==> config.mk <==
export PLATFORM = sky130hd
export DESIGN_NAME = user_io_event_queue_flat
export DESIGN_NICKNAME = d
export VERILOG_FILES = /design/src/rtl/user_io_event_queue_if.sv /design/src/rtl/user_io_event_queue.sv /design/src/flat_wrapper.sv
export SDC_FILE = /design/constraint.sdc
export NUM_CORES = 1
export LEC_CHECK = 0
export ABC_AREA = 1
export BUFFER_PORTS_ARGS = -buffer_cell sky130_fd_sc_hd__clkbuf_2
export CAP_MARGIN = 20
export CORE_MARGIN = 1
export CORE_UTILIZATION = 40
export CTS_CLUSTER_DIAMETER = 150
export DETAILED_ROUTE_END_ITERATION = 10
export HOLD_SLACK_MARGIN = 0.08
export PLACE_DENSITY = 0.62
export SLEW_MARGIN = 10
export SYNTH_ARGS = -nofsm -noshare
export SYNTH_HDL_FRONTEND = slang
export SYNTH_SLANG_ARGS = --single-unit
==> constraint.sdc <==
create_clock -name i_clk -period 5.4 [get_ports i_clk]
set_clock_uncertainty 0.1 [all_clocks]
set_input_delay 1.62 -clock i_clk [delete_from_list [all_inputs] [get_ports i_clk]]
set_output_delay 1.62 -clock i_clk [all_outputs]
set_load 0.005 [all_outputs]
==> src/rtl/user_io_event_queue_if.sv <==
// Event stream between the user I/O event queue and the host register stage.
// valid/ready: a word transfers on any clock where evt_valid && evt_ready; valid never waits on ready.
interface user_io_event_queue_if;
  logic       evt_valid;
  logic [7:0] evt_data;
  logic       evt_ready;
  logic [3:0] evt_count;

  modport master (output evt_valid, output evt_data, output evt_count, input evt_ready);
  modport slave  (input evt_valid, input evt_data, input evt_count, output evt_ready);
endinterface

==> src/rtl/user_io_event_queue.sv <==
// Debounces raw button/link-power levels on a slow tick and queues one 8-bit
// event per accepted edge in a first-word-fall-through FIFO for the host.
module user_io_event_queue #(
    parameter int CLK_RATE_HZ  = 16_000_000,
    parameter int SAMPLE_HZ    = 1_000,
    parameter int STABLE_COUNT = 4,
    parameter int FIFO_DEPTH   = 8
) (
    input  logic                        i_clk,
    input  logic                        i_reset,
    input  logic [5:0]                  i_button,
    input  logic [3:0]                  i_link_pow,
    output logic [5:0]                  o_button_db,
    output logic [3:0]                  o_link_pow_db,
    user_io_event_queue_if.master       evt,
    output logic                        o_overflow,
    output logic                        o_dbg_state
);

    localparam int TICK_DIV = CLK_RATE_HZ / SAMPLE_HZ;
    localparam int TW       = $clog2(TICK_DIV);
    localparam int AW       = $clog2(FIFO_DEPTH);
    localparam int NCH      = 10;

    typedef enum logic {S_IDLE, S_SCAN} state_t;

    logic [TW-1:0] tick_cnt;
    logic          tick;
    logic [NCH-1:0] raw_q, db, db_next, pending, set_mask, clr_mask;
    logic [3:0]     stab_cnt [NCH];
    logic [3:0]     stab_next [NCH];
    state_t         state, state_next;
    logic           push;
    logic [7:0]     evt_word;
    logic [3:0]     sel;

    logic [7:0]     mem [FIFO_DEPTH];
    logic [AW-1:0]  wr_ptr, rd_ptr;
    logic [3:0]     count;
    logic           full, do_push, do_pop;

    assign tick = (tick_cnt == TW'(TICK_DIV - 1));

    always_ff @(posedge i_clk) begin
        if (i_reset) tick_cnt <= '0;
        else if (tick) tick_cnt <= '0;
        else tick_cnt <= tick_cnt + TW'(1);
    end

    // Channel order: buttons in bits 0-5, links in bits 6-9; also the scan priority.
    always_comb begin
        db_next  = db;
        set_mask = '0;
        for (int i = 0; i < NCH; i++) begin
            stab_next[i] = stab_cnt[i];
            if (tick) begin
                if (raw_q[i] == db[i]) begin
                    stab_next[i] = '0;
                end else if (stab_cnt[i] + 4'd1 == 4'(STABLE_COUNT)) begin
                    stab_next[i] = '0;
                    db_next[i]   = raw_q[i];
                    set_mask[i]  = 1'b1;
                end else begin
                    stab_next[i] = stab_cnt[i] + 4'd1;
                end
            end
        end
    end

    always_ff @(posedge i_clk) begin
        if (i_reset) begin
            raw_q   <= '0;
            db      <= '0;
            pending <= '0;
            for (int i = 0; i < NCH; i++) stab_cnt[i] <= '0;
        end else begin
            raw_q   <= {i_link_pow, i_button};
            db      <= db_next;
            pending <= (pending & ~clr_mask) | set_mask;
            for (int i = 0; i < NCH; i++) stab_cnt[i] <= stab_next[i];
        end
    end

    always_ff @(posedge i_clk) begin
        if (i_reset) state <= S_IDLE;
        else state <= state_next;
    end

    always_comb begin
        state_next = state;
        clr_mask   = '0;
        push       = 1'b0;
        evt_word   = '0;
        sel        = '0;
        for (int i = NCH - 1; i >= 0; i--) begin
            if (pending[i]) sel = 4'(i);
        end
        case (state)
            S_IDLE: if (pending != '0) state_next = S_SCAN;
            S_SCAN: begin
                if (pending != '0) begin
                    push          = 1'b1;
                    clr_mask[sel] = 1'b1;
                    evt_word      = (sel < 4'd6) ? {1'b1, db[sel], 3'b000, sel[2:0]}
                                                 : {1'b0, db[sel], 3'b000, 3'(sel - 4'd6)};
                end
                if (((pending & ~clr_mask) | set_mask) == '0) state_next = S_IDLE;
            end
            default: state_next = S_IDLE;
        endcase
    end

    // A pop frees the head slot on the same edge, so a full FIFO still accepts a push then.
    assign full    = (count == 4'(FIFO_DEPTH));
    assign do_pop  = (count != 4'd0) && evt.evt_ready;
    assign do_push = push && (!full || do_pop);

    always_ff @(posedge i_clk) begin
        if (do_push) mem[wr_ptr] <= evt_word;
    end

    always_ff @(posedge i_clk) begin
        if (i_reset) begin
            wr_ptr     <= '0;
            rd_ptr     <= '0;
            count      <= '0;
            o_overflow <= 1'b0;
        end else begin
            if (do_push) wr_ptr <= wr_ptr + AW'(1);
            if (do_pop)  rd_ptr <= rd_ptr + AW'(1);
            case ({do_push, do_pop})
                2'b10:   count <= count + 4'd1;
                2'b01:   count <= count - 4'd1;
                default: count <= count;
            endcase
            if (push && !do_push) o_overflow <= 1'b1;
        end
    end

    assign evt.evt_valid  = (count != 4'd0);
    assign evt.evt_data   = mem[rd_ptr];
    assign evt.evt_count  = count;
    assign o_button_db    = db[5:0];
    assign o_link_pow_db  = db[9:6];
    assign o_dbg_state    = (state == S_SCAN);

endmodule
==> src/flat_wrapper.sv <==
// flat-port wrapper written by rule: the top's interface ports become plain ports
module user_io_event_queue_flat 
#(
    parameter int CLK_RATE_HZ  = 16_000_000,
    parameter int SAMPLE_HZ    = 1_000,
    parameter int STABLE_COUNT = 4,
    parameter int FIFO_DEPTH   = 8
)
  (i_clk, i_reset, i_button, i_link_pow, o_button_db, o_link_pow_db, o_overflow, o_dbg_state, evt_evt_valid, evt_evt_data, evt_evt_count, evt_evt_ready);
  user_io_event_queue_if evt_i ();
  input  logic i_clk;
  input  logic i_reset;
  input  logic [5:0] i_button;
  input  logic [3:0] i_link_pow;
  output logic [5:0] o_button_db;
  output logic [3:0] o_link_pow_db;
  output logic o_overflow;
  output logic o_dbg_state;
  output wire logic [$bits(evt_i.evt_valid)-1:0] evt_evt_valid;
  output wire logic [$bits(evt_i.evt_data)-1:0] evt_evt_data;
  output wire logic [$bits(evt_i.evt_count)-1:0] evt_evt_count;
  input wire logic [$bits(evt_i.evt_ready)-1:0] evt_evt_ready;
  assign evt_evt_valid = evt_i.evt_valid;
  assign evt_evt_data = evt_i.evt_data;
  assign evt_evt_count = evt_i.evt_count;
  assign evt_i.evt_ready = evt_evt_ready;
  user_io_event_queue #(.CLK_RATE_HZ(CLK_RATE_HZ), .SAMPLE_HZ(SAMPLE_HZ), .STABLE_COUNT(STABLE_COUNT), .FIFO_DEPTH(FIFO_DEPTH)) u_core (.i_clk(i_clk), .i_reset(i_reset), .i_button(i_button), .i_link_pow(i_link_pow), .o_button_db(o_button_db), .o_link_pow_db(o_link_pow_db), .evt(evt_i), .o_overflow(o_overflow), .o_dbg_state(o_dbg_state));
endmodule
* Word level (Yosys, flattened, before mapping)
Memories as Yosys holds them, arrays and structs flattened. A register that Yosys moved wholly into a read port is not among the register bits.
Cells that the tools add are included.
** Word-level totals
- Flip-flop bits (word level) :: 56
- Memory bits (writable) :: 104
- Input bits :: 13
- Output and inout port bits :: 25
- Logic and storage cells :: 214
- Memories :: 2
** Memory list
- u_core.mem :: words 8, width 8, read ports 1, clocked after Yosys merged registers in 1, wr ports 1, line user_io_event_queue.sv:37 : logic [7:0] mem [FIFO_DEPTH];
- u_core.stab_cnt :: words 10, width 4, read ports 10, clocked after Yosys merged registers in 0, wr ports 10, line user_io_event_queue.sv:30 : logic [3:0] stab_cnt [NCH];
** Operators by class
- $add $sub $neg :: 16
- Magnitude comparators :: 3
- Equal/unequal tests :: 24
- Muxes and demuxes :: 102
- Bitwise logic cells :: 27
- Reductions and logical operators :: 22
** Operator list (count)
- 4-bit 2-to-1 mux :: 50
- 4-bit by 1-bit adder with 4-bit output, second input constant :: 11
- 4-bit by 3-bit equality test with 1-bit output, second input constant :: 10
- 1-bit 2-to-1 mux :: 40
- 10-bit 2-to-1 mux :: 3
- 3-bit AND reduction :: 10
- 8-bit 2-to-1 mux :: 3
- 10-bit AND :: 2
- 10-bit NOT :: 2
- 10-bit OR :: 2
- 14-bit by 1-bit adder with 14-bit output, second input constant :: 1
- 14-bit equality test, second input constant :: 1
- 1-bit NOT :: 11
- 1-bit equality test :: 10
- 10-bit zero test :: 1
- 1-bit OR :: 10
- 10-bit nonzero test :: 1
- 4-bit case mux with 2 select lines :: 1
- 3-bit by 1-bit adder with 3-bit output, second input constant :: 2
- 3-bit 2-to-1 mux :: 2
- 4-bit by 5-bit < comparator with 1-bit output, second input constant :: 1
- 1-bit binary-select mux with 4-bit select :: 1
- 1-bit demux with 4-bit select :: 1
- 4-bit equality test, second input constant :: 1
- other kinds (13) :: 17

* Longest topological paths before layout
Gate-level depths: netlist (run 1).
- Word-level depth :: 22
- Gate-level depth with buffers :: 17
- Depth with buffers taken out :: 17

* Worst setup path before layout (run 1)
No wires, ideal clock.
- Kind :: input port to flip-flop
- From :: in evt_evt_ready
- To :: reg u_core.count[3] (netlist: u_core.evt.evt_count[3])
- Setup time :: 0.120 ns
- Arrival :: 2.844 ns
- Data required time :: 5.180 ns
- Slack :: 2.336 ns
- Cell stages on the path :: 11
- Buffers on the path :: 0
- Cell sequence :: nand2_1 nor2_2 ha_1 nand2_1 nor2_1 a211oi_1 inv_1 o21ai_0 o21ai_1 o21ai_1 a21oi_1
** Between the ends
- Cells in the longest elaborated chain, start to end :: 5
- Elaborated cells between the ends (all ways) :: 7
- Those cells by class :: eq/ne: 2; mux: 1; reduce/logical: 4
** RTL lines
- start: declaration :: line flat_wrapper.sv:22 : input wire logic [$bits(evt_i.evt_ready)-1:0] evt_evt_ready;
- 1-bit logical AND (*) :: line user_io_event_queue.sv:115 : assign do_pop = (count != 4'd0) && evt.evt_ready;
- 1-bit logical OR :: line user_io_event_queue.sv:116 : assign do_push = push && (!full || do_pop);
- 1-bit logical AND :: line user_io_event_queue.sv:116
- 2-bit by 1-bit equality test with 1-bit output / 2-bit equality test (equally long branches) :: line user_io_event_queue.sv:131 : case ({do_push, do_pop})
- 4-bit case mux with 2 select lines / 2-bit nonzero test (equally long branches)
- end signal: assignment :: line user_io_event_queue.sv:132 : 2'b10: count <= count + 4'd1;
- end signal: assignment :: line user_io_event_queue.sv:133 : 2'b01: count <= count - 4'd1;
- end signal: assignment :: line user_io_event_queue.sv:134 : default: count <= count;
- end: declaration :: line user_io_event_queue.sv:39 : logic [3:0] count;
Every way passes the cells marked *; elsewhere a longest branch is shown, timed or not.
A chain may end at the register's enable or synchronous reset.

==> results by group, run 1 <==
Layout
  – Fill cells: about 1600
  – Diodes inserted: 0
  – Area growth, synth to finish: 15.57%
  – Share of post-route cells with drive strength above 1: 0.1372
  – Layout Nets: about 830
  – Layout Cells excl Fill: 1018

Die
  – Core area: 15830 um^2
  – Die Width: approximately 130 um
  – Cell Rows: 46
  – I/O pins: 38
  – Die Area: about 17000 um^2
  – Initial core utilization: 0.4083
  – DIE HEIGHT: between 100 and 150 um

Detailed routing
  – DRT antenna net count: 0
  – Via Count: around 5000
  – Drt drc: 0
  – DRT Wirelength: 13250 um
  – Post-DR vias/cell: 4.922
  – 1st-iter DRT viols: 298
  – Routed len/inst: ~13 um
  – First-pass iteration count of the detailed router: 5

Clocking
  – Max Buffers Root-to-Sink: 2
  – CTS tree: done
  – Post_cts resized: 0
  – Worst-path clk slew: roughly 60 ps
  – H-tree depth: 4
  – CTS buffer count: 17
  – Root buffer cell: clkbuf_16
  – Hold buffers post-CTS: 0
  – Post-CTS setup buffers: 0
  – Worst skew pair latency: ~420 ps
  – Clock sink count: between 100 and 150

Timing
  – Setup-failing EPs final: 0
  – Final Hold Vio Count: 0
  – Worst Tran Pin Value: between 1000 and 1500 ps
  – Fmax: about 270 MHz
  – Min cycle time layout: between 3000 and 4000 ps
  – Slew headroom: 0.2501
  – Setup TNS: 0 ps
  – Tcrit/Tclk final: 0.6761
  – RSZ-0062 raised after global routing: no
  – Max Slew Vio Count: 0
  – Worst hold margin: around 340 ps

Flow run
  – # Max-Cap Violations: 0

Place
  – Placed insts: 986
  – I/O Buffers: 34
  – Gpl congestion: between 0.8 and 0.9
  – Detailed placement HPWL: 9156 um

Setup path
  – Crit Path Max Fanout: 21
  – Reg-to-reg slack, setup: between 2000 and 3000 ps
  – Crit start category: flop
  – Setup crit end kind: output pin
  – Arrival @ worst endpoint: 1930 ps
  – Critical R2R Launch: u_core.pending[1]
  – Worst setup path class: flop to output pin
  – RR Endpoint: u_core.evt.evt_count[3]
  – Required time of the worst setup path: approximately 3700 ps
  – Reg2reg path depth: 16

Hold path
  – Hold EP: u_core.rd_ptr[2]
  – Hold depth: 1
  – HP Start: u_core.rd_ptr[2]
  – Min-delay worst type: flop to flop

Global routing
  – Vias in the first global route: 4692
  – Initial antenna violation count: 0
  – Gr ovfl total: 0
  – Largest net degree at the start of global routing: 38
  – First-pass GRT wire length: 22230 um
  – Gr usage total: 0.1724

Synth
  – Synth unique cells: 42
  – Sequential area share after synthesis: 0.4925
  – EDFF count, synth: 40
  – Share of async-settable or async-resettable flops after synthesis: 0
  – Top FF cell, synth: dfxtp_1
  – Cells after synthesis: about 750
  – Mapped Area: roughly 6500 um^2
  – Avg Cell Area, Syn: approximately 8.6 um^2
  – Yosys warns: 0
  – Seq cells post-synth: 139

Pwr
  – Leak: 0.003134 uW
  – Pwr dens: ~380 nW/um^2
  – Worst IR Drop VDD: roughly 230 uV
  – Total power: approximately 2800 uW

Status
  – Status: complete, no violations
flip-flops by register name (all words and copies together) (netlist names), named ones only:
signal,cells
u_core.db,10
u_core.raw_q,10
u_core.stab_cnt,40
u_core.o_dbg_state,1
u_core.tick_cnt,14
u_core.o_overflow,1
u_core.rd_ptr,3
u_core.evt.evt_count,4
u_core.mem,40
u_core.pending,10
u_core.wr_ptr,3
synthesized netlist by cell type (all sizes together) (12+ instances only):
cell	count	share of area
nor2	120	0.077
dfxtp	99	0.31
nand3	45	0.040
xor2	21	0.028
a32o	12	0.019
o21ai	59	0.046
inv	83	0.048
a21oi	38	0.031
edfxtp	40	0.19
ha	25	0.048
nor3	12	0.012
nand4	14	0.014
nand2	108	0.068
clkbuf	13	0.0076
critical path, cell delays in order, from the launching register on:
cell and delay, ps:
dfxtp_1 300, buf_4 190, inv_1 380, o21ai_0 160, o22ai_1 130, nor2_1 60, a31oi_1 160, clkbuf_2 140
report_power, final:
group / internal (uW) / switching (uW) / leakage, uW / total (uW)
Combinational: 158 / 276 / 0.00168 / 435
Sequential: 1120 / 39.9 / 0.00117 / 1160
Clock: 771 / 457 / 0.000285 / 1230
Total: 2040 / 773 / 0.00313 / 2820
placed cells by master (no fill, tap or decap), types with 2 or more instances in the layout:
master      instances
a32o_1             12
edfxtp_1           40
nand4_1            14
o21ai_0            57
nor3_1             10
clkinv_1            3
xnor2_1             8
conb_1              3
clkbuf_16          17
o32ai_1             5
nand2_1            99
inv_1              76
inv_2               7
and2_1              3
nor2_1            106
nand3b_1            2
ha_1               25
clkinv_4            3
nand2_4             2
o22ai_1            10
xor2_1             21
o31ai_1             6
nor2_2             13
o21ai_1             2
a31oi_1             6
bufinv_16           4
nand3_2             7
clkinvlp_4          6
a21oi_1            37
dfxtp_1            99
buf_4               5
nand3_1            38
a211oi_1            6
clkbuf_2           34
nand2_2             7
layer usage:
metal / vias up / wire, um / GRT usage
li1: 2615 / - / -
met1: 2303 / 6594 / 0.2275
met2: 81 / 6013 / 0.2796
met3: 12 / 486 / 0.03509
met4: 0 / 153 / 0.06228
met5: - / 0 / 0
area by class of cell:
class / count / area, um^2 / share of cell area
flip-flops and latches: 139 / 3183 / 0.4262
multi-input cells: 507 / 2863 / 0.3833
well taps: 216 / 270.3 / 0.03619
inverters: 85 / 319.1 / 0.04272
clock buffers: 17 / 425.4 / 0.05696
clock inverters: 15 / 200.2 / 0.02681
repair buffers: 39 / 207.7 / 0.02781
worst max-delay path by stage:
stage                  start                 endpoint  slack (ps)  depth (start not counted)
3_5_place_dp   evt_evt_ready  u_core.evt.evt_count[3]        2060                         12
6_report                flop          evt_evt_data[6]        1750                          7
4_1_cts                 flop          evt_evt_data[2]        1730                          7
2_1_floorplan  evt_evt_ready  u_core.evt.evt_count[3]        2340                         11
3_3_place_gp   evt_evt_ready  u_core.evt.evt_count[3]        2130                         12
5_1_grt                 flop          evt_evt_data[6]        1580                          7
cell families after synthesis:
| kind of cell | share of synthesized area |
|---|---|
| AOI/OAI and AO/OA | 0.1317 |
| buffers and inverters | 0.06563 |
| DFF | 0.4925 |
| other | 0.0005803 |
| and+or+nand+nor | 0.2188 |
| adders and majority gates | 0.05150 |
| xor gates and xnor gates | 0.03930 |
through the flow:
step,utilization,setup slack (ps),cell area (um^2)
floorplan,-,2336,6470
global placement,0.4323,2133,6843
detailed placement,0.4323,2056,6843
CTS,0.4719,1731,7468
global route,0.4719,1575,7468
finish,0.4719,1749,7468
Note: power is estimated with default switching activity, not from simulation.
==> run 2, diff against run 1 <==
--- a/config.mk
+++ b/config.mk
@@ -5,7 +5,7 @@
 export SDC_FILE = /design/constraint.sdc
 export NUM_CORES = 1
 export LEC_CHECK = 0
-export ABC_AREA = 1
+export ABC_AREA = 0
 export BUFFER_PORTS_ARGS = -buffer_cell sky130_fd_sc_hd__clkbuf_2
 export CAP_MARGIN = 20
 export CORE_MARGIN = 1
@@ -13,7 +13,7 @@
 export CTS_CLUSTER_DIAMETER = 150
 export DETAILED_ROUTE_END_ITERATION = 10
 export HOLD_SLACK_MARGIN = 0.08
-export PLACE_DENSITY = 0.62
+export PLACE_DENSITY = 0.64
 export SLEW_MARGIN = 10
 export SYNTH_ARGS = -nofsm -noshare
 export SYNTH_HDL_FRONTEND = slang
==> constraint.sdc (replaced) <==
create_clock -name i_clk -period 3.16 [get_ports i_clk]
set_clock_uncertainty 0.1 [all_clocks]
set_input_delay 0.948 -clock i_clk [delete_from_list [all_inputs] [get_ports i_clk]]
set_output_delay 0.948 -clock i_clk [all_outputs]
set_load 0.005 [all_outputs]
==> run 2 against run 1 <==
Clock-buffer cell count increased by 1; critical path depth is 3 lower; worst hold slack better by 36 ps; critical path type unchanged; critical endpoint is now evt_evt_data[1]; largest cell class is now multi-input combinational cells; highest routed layer unchanged.
==> results by group, run 2 <==
Die
  – Die Width: 133.8 um (was 129.1 um)
  – DIE HEIGHT: 133.8 um (was 129.1 um)
  – Die Area: 17900 um^2 (was 16670 um^2)
  – Core area: 16760 um^2 (was 15830 um^2)
  – I/O pins: 38 (unchanged)
  – Cell Rows: 47 (was 46)
  – Initial core utilization: 0.4146 (was 0.4083)

Clocking
  – Worst-path clk slew: 60 ps (about the same)
  – CTS buffer count: 17 (unchanged)
  – CTS tree: done (unchanged)
  – Hold buffers post-CTS: 0 (unchanged)
  – Worst skew pair latency: 420 ps (about the same)
  – H-tree depth: 4 (unchanged)
  – Max Buffers Root-to-Sink: 2 (unchanged)
  – Post_cts resized: 0 (unchanged)
  – Post-CTS setup buffers: 0 (unchanged)
  – Clock sink count: 139 (unchanged)
  – Root buffer cell: clkbuf_16 (unchanged)

Detailed routing
  – First-pass iteration count of the detailed router: 5 (unchanged)
  – Routed len/inst: 14.91 um (was 13.01 um)
  – 1st-iter DRT viols: 374 (was 298)
  – DRT Wirelength: 14630 um (was 13250 um)
  – Via Count: 5378 (was 5011)
  – Post-DR vias/cell: 5.482 (was 4.922)
  – Drt drc: 0 (unchanged)
  – DRT antenna net count: 0 (unchanged)

Synth
  – Synth top area cells: dfxtp_1 (29%), edfxtp_1 (17%), a21oi_1 (4.6%) (was dfxtp_1 (31%), edfxtp_1 (19%), nor2_1 (6.2%))
  – Mapped Area: 6949 um^2 (was 6462 um^2)
  – Top FF cell, synth: dfxtp_1 (unchanged)
  – Seq cells post-synth: 139 (unchanged)
  – Synth Area in Simple Gates: 0.2195 (was 0.2188)
  – Largest family of logic cells by synthesized area: simple AND/OR/NAND/NOR gates (unchanged)
  – Avg Cell Area, Syn: 9.760 um^2 (was 8.605 um^2)
  – Share of async-settable or async-resettable flops after synthesis: 0 (unchanged)
  – Synth unique cells: 69 (was 42)
  – Synth area leader: dfxtp_1 (unchanged)
  – Compound-Gate Fraction of Synth Area: 0.1305 (was 0.1317)
  – Mux cell area share after synthesis: 0.05221 (was 0)
  – Synth Area in XOR/XNOR: 0.05672 (was 0.03930)
  – EDFF count, synth: 40 (unchanged)
  – Most frequent cell after synthesis: dfxtp_1 (was nor2_1)
  – Sequential area share after synthesis: 0.4580 (was 0.4925)
  – Cells after synthesis: 712 (was 751)
  – Synth cell count leaders: dfxtp_1 (99), nor2_1 (67), a21oi_1 (64) (was nor2_1 (106), dfxtp_1 (99), nand2_1 (99))
  – Yosys warns: 0 (unchanged)
  – Post-Synth Adder-Cell Area: 0.04933 (was 0.05150)
  – Synth top area share: 0.2852 (was 0.3067)

Status
  – Status: complete, no violations (unchanged)

Setup path
  – Crit start category: flop (unchanged)
  – Worst setup path class: flop to output pin (unchanged)
  – Crit Path Max Fanout: 10 (was 21)
  – Critical R2R Launch: u_core.pending[4] (was u_core.pending[1])
  – Arrival @ worst endpoint: 1880 ps (was 1930 ps)
  – Reg-to-reg slack, setup: 300 ps (was 2830 ps)
  – Setup crit end kind: output pin (unchanged)
  – Required time of the worst setup path: 2110 ps (was 3680 ps)

Timing
  – RSZ-0062 raised after global routing: no (unchanged)
  – Slew headroom: 0.3146 (was 0.2501)
  – Fmax: ~340 MHz
  – Max Slew Vio Count: 0 (unchanged)
  – Min cycle time layout: between 2000 and 3000 ps
  – Final Hold Vio Count: 0 (unchanged)
  – Setup TNS: 0 ps (unchanged)
  – Tcrit/Tclk final: 0.9277
  – Setup-failing EPs final: 0 (unchanged)
  – Worst Tran Pin Value: 1019 ps (was 1116 ps)

Hold path
  – HP Start: u_core.tick_cnt[0] (was u_core.rd_ptr[2])
  – Min-delay worst type: flop to flop (unchanged)

Pwr
  – Pwr dens: 561.2 nW/um^2 (was 377.3 nW/um^2)
  – Leak: 0.002922 uW (was 0.003134 uW)
  – Sequential power share: 0.433 (was 0.410)
  – Sw Ratio: 0.2564 (was 0.2744)
  – Switch Pwr: 1144 uW (was 773.3 uW)
  – Clock power share: 0.444 (was 0.436)
  – Worst IR Drop VDD: 404.2 uV (was 225.1 uV)
  – P_int: 3319 uW (was 2045 uW)
  – Total power: 4463 uW (was 2818 uW)
  – Combinational Power Share: 0.123 (was 0.154)

Layout
  – Most common cell after layout, fill and taps aside: dfxtp_1 (was nor2_1)
  – Layout Cells excl Fill: 981 (was 1018)
  – Diodes inserted: 0 (unchanged)
  – Commonest cells after routing, fill and taps aside: dfxtp_1 (99), nor2_1 (67), a21oi_1 (64), nand2_1 (63), nand3_1 (46) (was nor2_1 (106), nand2_1 (99), dfxtp_1 (99), inv_1 (76), o21ai_0 (57))
  – Share of post-route cells with drive strength above 1: 0.1590 (was 0.1372)
  – Layout Nets: 787 (was 828)
  – Area growth, synth to finish: 14.44% (was 15.57%)
  – Regs by FF count: u_core.mem x40, u_core.stab_cnt x40, u_core.tick_cnt x14 (unchanged)

Global routing
  – Gr usage total: 0.1689 (was 0.1724)
  – First-pass GRT wire length: 23980 um (was 22230 um)
  – Gr ovfl total: 0 (unchanged)
  – Largest net degree at the start of global routing: 70 (was 38)
  – Vias in the first global route: 5107 (was 4692)
  – Initial antenna violation count: 0 (unchanged)

Place
  – I/O Buffers: 34 (unchanged)
  – Detailed placement HPWL: 10100 um (was 9156 um)
  – Gpl congestion: 0.9064 (was 0.8485)
  – Placed insts: 949 (was 986)

Flow run
  – # Max-Cap Violations: 0 (unchanged)
## run 2: cell count changes in the layout (fill, tap and decap cells not counted), moves of 24 or more
cell,change
nor2b_1,+24
nand2_1,-36
nor2_1,-39
a21oi_1,+27
o21ai_0,-34
inv_1,-68
## run 2: worst paths after layout
| check | end | depth (start not counted) |
|---|---|---|
| max | evt_evt_data[1] | 4 |
| min | u_core.tick_cnt[0] | 1 |
| max reg2reg | u_core.evt.evt_count[3] | 11 |
| min reg2reg | u_core.tick_cnt[0] | 1 |
## run 2: critical path, cell delays in order, from the launching register on
cell and delay, ps:
dfxtp_1 300, buf_4 220, mux4_2 530, mux2_2 300, clkbuf_2 110
## run 2: stage by stage
| step | worst slack (ps) | cell area (um^2) | util | hold WS (ps) |
|---|---|---|---|---|
| after floorplan | 498.9 | 6957 | - | 341.5 |
| after global placement | 373.5 | 7367 | 0.4396 | 359.3 |
| after detailed placement | 295.9 | 7367 | 0.4396 | 363.0 |
| after CTS | 187.3 | 7953 | 0.4745 | 376.5 |
| after global routing | 137.6 | 7953 | 0.4745 | 415.1 |
| final | 228.3 | 7953 | 0.4745 | 375.5 |
## run 2: kinds of logic after synthesis
kind of cell / count (synthesis)
DFF: 139
adders and majority gates: 27
xor gates and xnor gates: 45
muxes: 23
other: 1
buffers and inverters: 43
and+or+nand+nor: 287
AOI/OAI and AO/OA: 147
## run 2: per-layer routing
layer / vias up / routed length [um] / GRT usage
met5: - / 0 / 0
met3: 24 / 534 / 0.03515
met2: 105 / 7299 / 0.2907
met4: 0 / 245 / 0.07197
li1: 2658 / - / -
met1: 2591 / 6550 / 0.2038
## run 2: area by class of cell
type	instances	area, um^2
Clock inverter	14	156.4
Timing Repair Buffer	49	320.3
Multi-Input combinational cell	532	3553
Inverter	9	35.03
Tap cell	220	275.3
Fill cell	1509	8807
Clock buffer	18	429.2
Sequential cell	139	3183
## run 2: power by group through the flow
stage / clock network (uW) / logic [uW] / registers [uW]
2_1_floorplan: 0 / 421 / 1950
3_3_place_gp: 0 / 538 / 1960
3_5_place_dp: 0 / 554 / 1970
4_1_cts: 2020 / 562 / 1930
5_1_grt: 2090 / 614 / 1940
6_report: 1980 / 551 / 1930
==> run 3, diff against run 2 <==
--- a/config.mk
+++ b/config.mk
@@ -8,10 +8,10 @@
 export ABC_AREA = 0
 export BUFFER_PORTS_ARGS = -buffer_cell sky130_fd_sc_hd__clkbuf_2
 export CAP_MARGIN = 20
-export CORE_MARGIN = 1
 export CORE_UTILIZATION = 40
 export CTS_CLUSTER_DIAMETER = 150
 export DETAILED_ROUTE_END_ITERATION = 10
+export GPL_TIMING_DRIVEN = 0
 export HOLD_SLACK_MARGIN = 0.08
 export PLACE_DENSITY = 0.64
 export SLEW_MARGIN = 10
==> run 3 against run 2 <==
Design area is 0.98% higher; sequential share of layout area is 0.39 points lower; clock power is 7% higher; critical endpoint unchanged; largest cell class unchanged.
==> results by group, run 3 (synthesis results as in run 2) <==
Setup path
  – Setup crit end kind: output pin (unchanged)
  – Crit start category: flop (unchanged)
  – Arrival @ worst endpoint: 1940 ps (was 1880 ps)
  – Required time of the worst setup path: 2110 ps (about the same)
  – Crit Path Max Fanout: 10 (unchanged)
  – Worst setup path class: flop to output pin (unchanged)

Pwr
  – Total power: 4594 uW (was 4463 uW)
  – Leak: 0.002936 uW (was 0.002922 uW)
  – Pwr dens: 572.0 nW/um^2 (was 561.2 nW/um^2)
  – Worst IR Drop VDD: 322.2 uV (was 404.2 uV)

Place
  – Detailed placement HPWL: 11260 um (was 10100 um)
  – Gpl congestion: 0.8861 (was 0.9064)
  – Placed insts: 968 (was 949)
  – I/O Buffers: 34 (unchanged)

Clocking
  – Max Buffers Root-to-Sink: 2 (unchanged)
  – CTS tree: done (unchanged)
  – Worst skew pair latency: 420 ps (about the same)
  – CTS buffer count: 17 (unchanged)
  – Worst-path clk slew: 60 ps (about the same)
  – Post_cts resized: 0 (unchanged)
  – Root buffer cell: clkbuf_16 (unchanged)
  – H-tree depth: 4 (unchanged)
  – Hold buffers post-CTS: 0 (unchanged)
  – Clock sink count: 139 (unchanged)
  – Post-CTS setup buffers: 0 (unchanged)

Layout
  – Regs by FF count: u_core.mem x40, u_core.stab_cnt x40, u_core.tick_cnt x14 (unchanged)
  – Layout Cells excl Fill: 1000 (was 981)
  – Layout Nets: 806 (was 787)
  – Fill cells: 1592 (was 1509)
  – Diodes inserted: 0 (unchanged)
  – Util after Layout: 0.4791 (was 0.4745)
  – Share of post-route cells with drive strength above 1: 0.1590 (about the same)
  – Area growth, synth to finish: 15.56% (was 14.44%)
  – Commonest cells after routing, fill and taps aside: dfxtp_1 (99), nor2_1 (67), a21oi_1 (64), nand2_1 (63), nand3_1 (46) (unchanged)
  – Most common cell after layout, fill and taps aside: dfxtp_1 (unchanged)

Detailed routing
  – First-pass iteration count of the detailed router: 5 (unchanged)
  – Routed len/inst: 16.26 um (was 14.91 um)
  – Post-Route M1 WL: 7525 um (was 6550 um)
  – Post-DR vias/cell: 5.423 (was 5.482)
  – 1st-iter DRT viols: 274 (was 374)
  – Top sig layer: met4 (unchanged)
  – DRT antenna net count: 0 (unchanged)
  – Drt drc: 0 (unchanged)
  – DRT Wirelength: 16260 um (was 14630 um)
  – Metal2 WL: 7756 um (was 7299 um)
  – Routed met3 length: 639 um (was 534 um)
  – Via Count: 5423 (was 5378)

Hold path
  – Min-delay worst type: flop to flop (unchanged)

Timing
  – Final Hold Vio Count: 0 (unchanged)
  – Slew headroom: 0.3378 (was 0.3146)
  – Min cycle time layout: 2985 ps (was 2932 ps)
  – Setup TNS: 0 ps (unchanged)
  – RSZ-0062 raised after global routing: no (unchanged)
  – Worst Tran Pin Value: 987.4 ps (was 1019 ps)
  – Worst hold margin: 378.4 ps (was 375.5 ps)
  – Max Slew Vio Count: 0 (unchanged)
  – Setup-failing EPs final: 0 (unchanged)
  – Tcrit/Tclk final: 0.9446 (was 0.9277)
  – Fmax: 335.0 MHz (was 341.1 MHz)

Global routing
  – Gr usage total: 0.1888 (was 0.1689)
  – Vias in the first global route: 5092 (was 5107)
  – Gr ovfl total: 0 (unchanged)
  – First-pass GRT wire length: 26010 um (was 23980 um)
  – Largest net degree at the start of global routing: 17 (was 70)
  – Initial antenna violation count: 0 (unchanged)

Die
  – DIE HEIGHT: 133.8 um (unchanged)
  – Die Area: 17900 um^2 (unchanged)
  – Initial core utilization: 0.4146 (unchanged)
  – Cell Rows: 47 (unchanged)
  – I/O pins: 38 (unchanged)
  – Core area: 16760 um^2 (unchanged)
  – Die Width: 133.8 um (unchanged)

Flow run
  – # Max-Cap Violations: 0 (unchanged)

Status
  – Status: complete, no violations (unchanged)
-- run 3: stage by stage --
stage,setup WS [ps],area (um^2)
after floorplan,498.9,6957
after global placement,291.5,7402
after detailed placement,293.8,7402
after CTS,12.71,8026
after global routing,73.96,8030
final,175.0,8030
-- run 3: report_power, final --
| group | internal [uW] | switching (uW) | total, uW |
|---|---|---|---|
| clock network | 1320 | 787 | 2110 |
| registers | 1870 | 56.6 | 1930 |
| logic | 271 | 285 | 555 |
| total | 3470 | 1130 | 4590 |
-- run 3: per-layer routing --
metal  GRT usage  vias up
li1            -     2707
met1      0.2433     2575
met3     0.03704       18
met5           0        -
met2      0.3109      123
met4     0.07449        0
-- run 3: layout make-up --
cell class | count | area, um^2 | share of cell area
flip-flops and latches | 139 | 3183 | 0.3964
well taps | 220 | 275.3 | 0.03428
plain buffers | 33 | 193.9 | 0.02415
clock buffers | 18 | 429.2 | 0.05344
inverters | 9 | 35.03 | 0.004363
multi-input cells | 532 | 3543 | 0.4413
clock inverters | 14 | 195.2 | 0.02431
repair buffers | 35 | 175.2 | 0.02181
-- run 3: final timing paths --
check | slack (ps) | depth (start not counted) | startpoint | end
max | 170 | 4 | flop | evt_evt_data[1]
min | 380 | 2 | u_core.tick_cnt[13] | u_core.tick_cnt[13]
max reg2reg | 270 | 13 | u_core.pending[0] | u_core.evt.evt_count[3]
min reg2reg | 380 | 2 | u_core.tick_cnt[13] | u_core.tick_cnt[13]
-- run 3: worst max-delay path, cell delays in order (launching register included) --
cell      delay [ps]
dfxtp_1          300
clkbuf_4         260
mux4_2           540
mux2_2           290
clkbuf_2         120
